`src/rtl/lsu_stall_unit_pkg.sv`:
```
// Shared definitions for the MW-stage load/store unit: funct3 encodings,
// FSM state type and the funct3 access-size decode.
package lsu_stall_unit_pkg;

    localparam logic [2:0] F3_B  = 3'b000;
    localparam logic [2:0] F3_H  = 3'b001;
    localparam logic [2:0] F3_W  = 3'b010;
    localparam logic [2:0] F3_BU = 3'b100;
    localparam logic [2:0] F3_HU = 3'b101;

    typedef enum logic [1:0] {IDLE, REQ, WAIT, DONE} lsu_state_e;

    typedef struct packed {
        logic is_byte;
        logic is_half;
        logic is_unsigned;
    } struc_inst;

    // Anything that is neither byte nor halfword (010/011/110/111) is a word access
    function automatic struc_inst decode_funct3(input logic [2:0] f3);
        struc_inst d;
        d.is_byte     = (f3[1:0] == 2'b00);
        d.is_half     = (f3[1:0] == 2'b01);
        d.is_unsigned = f3[2];
        return d;
    endfunction

endpackage

```
`src/rtl/lsu_align.sv`:
```
// Combinational lane logic: store byte-enables and data replication,
// load byte/half extraction with sign or zero extension, and misalign check.
module lsu_align
    import lsu_stall_unit_pkg::*;
#(
    parameter int Width   = 32,
    parameter int AddrLsb = 2
) (
    input  logic [2:0]         funct3,
    input  logic [AddrLsb-1:0] addr_lo,
    input  logic [Width-1:0]   wdata,
    input  logic [2:0]         ld_funct3,
    input  logic [AddrLsb-1:0] ld_addr_lo,
    input  logic [Width-1:0]   bus_rdata,
    output logic [Width/8-1:0] be,
    output logic [Width-1:0]   wdata_lane,
    output logic [Width-1:0]   rdata_ext,
    output logic               misaligned
);

    localparam int Lanes = Width / 8;

    struc_inst            st_dec;
    struc_inst            ld_dec;
    logic [Width-1:0]     shifted;
    logic                 unused_st_unsigned;

    assign st_dec             = decode_funct3(funct3);
    assign ld_dec             = decode_funct3(ld_funct3);
    assign unused_st_unsigned = st_dec.is_unsigned;

    always_comb begin
        be         = {Lanes{1'b1}};
        wdata_lane = wdata;
        misaligned = |addr_lo;
        if (st_dec.is_byte) begin
            be         = {{(Lanes-1){1'b0}}, 1'b1} << addr_lo;
            wdata_lane = {Lanes{wdata[7:0]}};
            misaligned = 1'b0;
        end else if (st_dec.is_half) begin
            be         = {{(Lanes-2){1'b0}}, 2'b11} << addr_lo;
            wdata_lane = {(Width/16){wdata[15:0]}};
            misaligned = addr_lo[0];
        end
    end

    // Word loads are aligned, so the shifted value equals the raw bus word
    assign shifted = bus_rdata >> {ld_addr_lo, 3'b000};

    always_comb begin
        rdata_ext = shifted;
        if (ld_dec.is_byte) begin
            rdata_ext = {{(Width-8){~ld_dec.is_unsigned & shifted[7]}}, shifted[7:0]};
        end else if (ld_dec.is_half) begin
            rdata_ext = {{(Width-16){~ld_dec.is_unsigned & shifted[15]}}, shifted[15:0]};
        end
    end

endmodule

```
`src/rtl/lsu_stall_unit.sv`:
```
// MW-stage load/store unit: request/grant/response bus FSM that holds the
// pipeline via stall_MW until the access retires in the DONE cycle.
module lsu_stall_unit
    import lsu_stall_unit_pkg::*;
#(
    parameter int Width   = 32,
    parameter int AddrLsb = 2
) (
    input  logic               clk,
    input  logic               rst,
    input  logic               mem_rd,
    input  logic               mem_wr,
    input  logic [2:0]         funct3,
    input  logic [Width-1:0]   addr,
    input  logic [Width-1:0]   wdata,
    output logic [Width-1:0]   rdata,
    output logic               stall_MW,
    output logic               misalign,
    output logic               dbus_req,
    output logic               dbus_we,
    output logic [Width/8-1:0] dbus_be,
    output logic [Width-1:0]   dbus_addr,
    output logic [Width-1:0]   dbus_wdata,
    input  logic               dbus_gnt,
    input  logic               dbus_rvalid,
    input  logic [Width-1:0]   dbus_rdata
);

    lsu_state_e           state;
    logic [2:0]           ld_funct3;
    logic [AddrLsb-1:0]   ld_addr_lo;
    logic [Width/8-1:0]   be_next;
    logic [Width-1:0]     wdata_next;
    logic [Width-1:0]     rdata_next;
    logic                 misaligned;
    logic                 access;

    assign access = mem_rd | mem_wr;

    lsu_align #(
        .Width   (Width),
        .AddrLsb (AddrLsb)
    ) u_align (
        .funct3     (funct3),
        .addr_lo    (addr[AddrLsb-1:0]),
        .wdata      (wdata),
        .ld_funct3  (ld_funct3),
        .ld_addr_lo (ld_addr_lo),
        .bus_rdata  (dbus_rdata),
        .be         (be_next),
        .wdata_lane (wdata_next),
        .rdata_ext  (rdata_next),
        .misaligned (misaligned)
    );

    // Gated by rst so the pipeline sees no stall or trap while reset is held
    always_comb begin
        stall_MW = 1'b0;
        misalign = 1'b0;
        if (!rst) begin
            stall_MW = ((state == IDLE) && access && !misaligned) ||
                       (state == REQ) || (state == WAIT);
            misalign = (state == IDLE) && access && misaligned;
        end
    end

    always_ff @(posedge clk or posedge rst) begin
        if (rst) begin
            state      <= IDLE;
            dbus_req   <= 1'b0;
            dbus_we    <= 1'b0;
            dbus_be    <= '0;
            dbus_addr  <= '0;
            dbus_wdata <= '0;
            rdata      <= '0;
            ld_funct3  <= '0;
            ld_addr_lo <= '0;
        end else begin
            case (state)
                IDLE: begin
                    if (access && !misaligned) begin
                        state      <= REQ;
                        dbus_req   <= 1'b1;
                        dbus_we    <= mem_wr;
                        dbus_be    <= be_next;
                        dbus_addr  <= {addr[Width-1:AddrLsb], {AddrLsb{1'b0}}};
                        dbus_wdata <= wdata_next;
                        ld_funct3  <= funct3;
                        ld_addr_lo <= addr[AddrLsb-1:0];
                    end
                end
                REQ: begin
                    if (dbus_gnt) begin
                        state    <= WAIT;
                        dbus_req <= 1'b0;
                    end
                end
                WAIT: begin
                    if (dbus_rvalid) begin
                        if (!dbus_we) begin
                            rdata <= rdata_next;
                        end
                        state <= DONE;
                    end
                end
                DONE: begin
                    state <= IDLE;
                end
                default: begin
                    state <= IDLE;
                end
            endcase
        end
    end

endmodule

```
`config.mk`:
```
export PLATFORM = sky130hd
export DESIGN_NAME = lsu_stall_unit
export DESIGN_NICKNAME = d
export VERILOG_FILES = /design/src/rtl/lsu_stall_unit_pkg.sv /design/src/rtl/lsu_align.sv /design/src/rtl/lsu_stall_unit.sv
export SDC_FILE = /design/constraint.sdc
export NUM_CORES = 1
export LEC_CHECK = 0
export CORE_MARGIN = 3
export CORE_UTILIZATION = 44
export CTS_BUF_LIST = sky130_fd_sc_hd__clkbuf_8 sky130_fd_sc_hd__clkbuf_16
export CTS_CLUSTER_SIZE = 14
export DETAILED_ROUTE_END_ITERATION = 16
export GPL_ROUTABILITY_DRIVEN = 0
export PLACE_DENSITY = 0.8
export SLEW_MARGIN = 20
export SYNTH_ARGS = -nofsm -noshare
export SYNTH_HDL_FRONTEND = slang
export SYNTH_HIERARCHICAL = 1
export SYNTH_SLANG_ARGS = --single-unit
```
`constraint.sdc`:
```
create_clock -name clk -period 6.4 [get_ports clk]
set_clock_uncertainty 0.15 [all_clocks]
set_input_delay 1.6 -clock clk [delete_from_list [all_inputs] [get_ports clk]]
set_output_delay 1.6 -clock clk [all_outputs]
set_load 0.01 [all_outputs]
```
* Word level (Yosys, flattened, before mapping) *
Cells that the tools add are included.
W data, S select, Z words.

cells by class
  equality and inequality tests = 8
  shift operators = 3
  multiplexer cells = 17
  bitwise gates (word level) = 5
  reduce and logical (&&, ||, !) cells = 16

operators by type and width
  cell                   count
  $mux W32               4
  $shr A32 B5 Y32        1
  $reduce_and A3 Y1      3
  $mux W4                2
  $pmux W2 S4            1
  $eq A2 B1 Y1 const B   3
  $logic_not A2 Y1       3
  $mux W1                6
  $mux W2                3
  $eq A2 B2 Y1 const B   2
  $logic_and A1 B1 Y1    4
  $ne A2 B2 Y1 const B   2
  $shl A1 B2 Y4 const A  1
  $shl A2 B2 Y4 const A  1
  $and A1 B1 Y1          2
  $logic_or A1 B1 Y1     2
  $ne A2 B1 Y1 const B   1
  $not A1 Y1             2
  $pmux W1 S2            1
  $reduce_and A2 Y1      1
  $reduce_bool A2 Y1     1
  $reduce_or A2 Y1       1
  $logic_not A1 Y1       1
  $or A1 B1 Y1           1

storage, ports and cells
  register bits after elaboration = 107
  input port bits = 105

* Logic depth before layout (Yosys ltp) *
  depth after elaboration = 8
  mapped depth = 7

* Modules after synthesis *
Netlist, hierarchy kept.

modules (own cells, without submodules)
  module          instances  cells each  area each (um2)
  lsu_stall_unit  1          247         4162.7
  lsu_align       1          184         1266.2

* Worst setup path before layout *
Ideal clock, no wire load.

  path kind = input port to output port
  start = in rst
  end = out stall_MW
  data arrival time = 4.246 ns
  setup slack = 0.404 ns
  cell stages on the path = 2
  cells stage by stage = inv_1 o31a_1

between the ends
  longest elaborated chain between the ends = 1

RTL lines
  item                RTL line              text
  start: declaration  lsu_stall_unit.sv:10  input logic rst,
  $mux W1             lsu_stall_unit.sv:60  if (!rst) begin
  end: declaration    lsu_stall_unit.sv:17  output logic stall_MW,

Every way passes these cells.

* Worst setup path in the final report *
  start = in addr[0]
  end = out stall_MW

between the ends
  longest elaborated chain between the ends = 8

RTL lines
  item                   RTL line              text
  start: declaration     lsu_stall_unit.sv:14  input logic [Width-1:0] addr,
  $reduce_or A2 Y1       lsu_align.sv:35       misaligned = |addr_lo;
  $mux W1 *              lsu_align.sv:40       end else if (st_dec.is_half) begin
  $mux W1 *              lsu_align.sv:36       if (st_dec.is_byte) begin
  via misaligned         lsu_stall_unit.sv:35  logic misaligned;
  $logic_not A1 Y1 *     lsu_stall_unit.sv:61  stall_MW = ((state == IDLE) && access && !misaligned) ||
  $logic_and A1 B1 Y1 *  lsu_stall_unit.sv:61
  $logic_or A1 B1 Y1 *   lsu_stall_unit.sv:61
  $logic_or A1 B1 Y1 *   lsu_stall_unit.sv:62  (state == REQ) || (state == WAIT);
  $mux W1 *              lsu_stall_unit.sv:60

Mark *: on every way through the listed nets, which the timed path passes. The rest lies on a longest branch.

==> metrics <==
cells resized by post-CTS repair 0; Ys Warns 6; status finished clean; Async SR Flop Fraction 100%; Max Cap Viol 0; Residual DRC 0; CTS hold repair buffers 0; Hold Path End rdata[3]$_DFFE_PP0P_; Antenna Nets Post-Route 0; GRT Util Overall 21.4%; type of the worst setup path in -> out; die area 0.0137 sq mm; Nets 736; Initial Utilization 46.2%; wire length on met2 7.23 mm; Inserted Diodes 0; DR vias/cell 5.25; Synth top area share 49.3%; CTS max path bufs 2; fmax 189 MHz; final setup TNS 0 ps; FF-to-FF setup slack 3870 ps; Top Layer Used met4; crit path DAT 3540 ps; crit end category primary output; Post-synth top flop dfrtp_1; core area 0.0118 sq mm; Crit path top cell by count clkdlybuf4s50_1; Final Setup Violations 0; final slew viol count 0; wire length per cell 18.5 um; Rows 39; crit path cell chain clkdlybuf4s50_1 -> inv_1 -> ha_1 -> mux2i_1 -> buf_4 -> nor2_8 -> o31a_1 -> clkdlybuf4s50_1; worst rel slew slack 38.7%; Final Core Density 66.7%; RSZ-0062 raised after global routing false; Area growth syn-to-layout 44.5%; PortBufs 206; Metal-1 WL 5.70 mm; Least-Margin Pin Slew 919 ps; EDFF count, synth 0; fin cells 792; aggregate routed wire length 14.6 mm; HP Class reg -> reg; clock root cell clkbuf_16; post-layout instance area 0.00785 sq mm; Worst Path Required 4650 ps; largest net degree at the start of global routing 73; R2R Path End dbus_wdata[21]$_DFFE_PP0P_; top cells by area, synth dfrtp_1, mux2_2, mux2i_1; hold path depth 1; Hold Fails Final Rpt 0; Cell Area, Synth 0.00543 sq mm; vias in the first global route 4,474; leakage 3.29 nW; Worst Reg-to-Reg Cells 6; R2R Path Start state[0]$_DFFE_PP0P_; Tcrit/Tclk final 82.6%; CP Max Fanout 5; CTS sink cnt 107; WHS 357 ps; post-synthesis register bit count 107; Synth area leader dfrtp_1; clock-pin slew on the worst setup and hold paths 70 ps; Post-DP HPWL 10.8 mm; Yosys cell types 40; H-tree Lvls 3; average cell area after synthesis 12.6 sq um; Die Y-Extent 117 um; Placed Cells 776; total chip power 3.66 mW; Synth Instances 431; maximum VDD drop 0.271 mV; share of cells above drive strength 1 25.2%; post-place instance area 0.00752 sq mm; Crit path largest cell delay 560 ps; initial antenna violation count 0; I/O pins 209; grt ovf 0; CTS tree done; setup bufs post-CTS 0; count leader, synth mux2_2; WP buf/inv 4; crit path max-delay cell type clkdlybuf4s50_1; hold path start rdata[3]$_DFFE_PP0P_; PnR worst setup slack 1110 ps; sequential area share after synthesis 49.3%; Die W 117 um; WL met3 1.53 mm; startpoint types input port; number of DRC markers in iteration 0 251; Commonest cells post-synth mux2_2, dfrtp_1, mux2i_1; CP top delay family buffers and inverters; crit path time final 5290 ps; Worst-Skew Late Latency 340 ps; via count 4,156; DR pass1 iterations 4; Critical path origin addr[0]; CTS Buf Count 9; dpl ws 1120 ps; first-pass GRT wire length 22.7 mm; Cell Pwr Density 466 mW/mm^2
## routing by layer
metal  GRT usage (%)  up-vias
li1                -     1911
met1            24.5     2051
met2            36.6      178
met3            9.46       16
met4            5.58        0
met5               0        -
## cell type report
class	count	area (sq um)
fillers	897	3910
flip-flops and latches	107	2680
multi-input cells	284	2490
repair buffers	214	2120
clock buffers	9	225
well taps	164	205
clock inverters	7	100
inverters	7	28.8
## sequential cells by signal, summed over array words and instances, names as in the netlist
| name | flops |
|---|---|
| dbus_be | 4 |
| rdata | 32 |
| state | 2 |
| dbus_we | 1 |
| ld_addr_lo | 2 |
| dbus_addr | 30 |
| dbus_req | 1 |
| ld_funct3 | 3 |
| dbus_wdata | 32 |
## worst max path at each step
stage	endpoint	slack, ps	depth (start not counted)
2_1_floorplan	stall_MW	400	2
3_3_place_gp	misalign	1140	7
3_5_place_dp	stall_MW	1120	8
4_1_cts	stall_MW	1100	8
5_1_grt	misalign	930	7
6_report	stall_MW	1110	8
## kinds of logic after synthesis
| kind of cell | count (synthesis) | synth area share, % |
|---|---|---|
| and+or+nand+nor | 63 | 6.32 |
| DFF | 107 | 49.3 |
| adders and majority gates | 8 | 1.84 |
| AOI/OAI and AO/OA | 62 | 7.05 |
| buffers and inverters | 41 | 4.91 |
| other | 1 | 0.0691 |
| muxes | 149 | 30.5 |
## cells in the final DEF (no fill, tap or decap), types with 2 or more instances in the layout
master             n
nor2b_1           10
inv_1              6
nor3b_1            2
ha_1               8
buf_4              8
mux2i_1           27
a211oi_1           8
nor2_1            13
clkdlybuf4s50_1  206
nand3b_1           5
nand2_1           23
o21ai_1           10
o21ai_0           14
bufinv_16          2
a21boi_0           2
nand2b_1           3
mux2_2           121
conb_1             2
a21oi_1           18
dfrtp_1          107
clkbuf_16          9
clkinvlp_4         2
## report_power, final
part / switching [mW] / total [mW] / internal [mW]
Combinational: 0.779 / 1.85 / 1.07
Clock: 0.259 / 0.605 / 0.347
Sequential: 0.194 / 1.20 / 1.01
(Power assumes the default switching activity.)
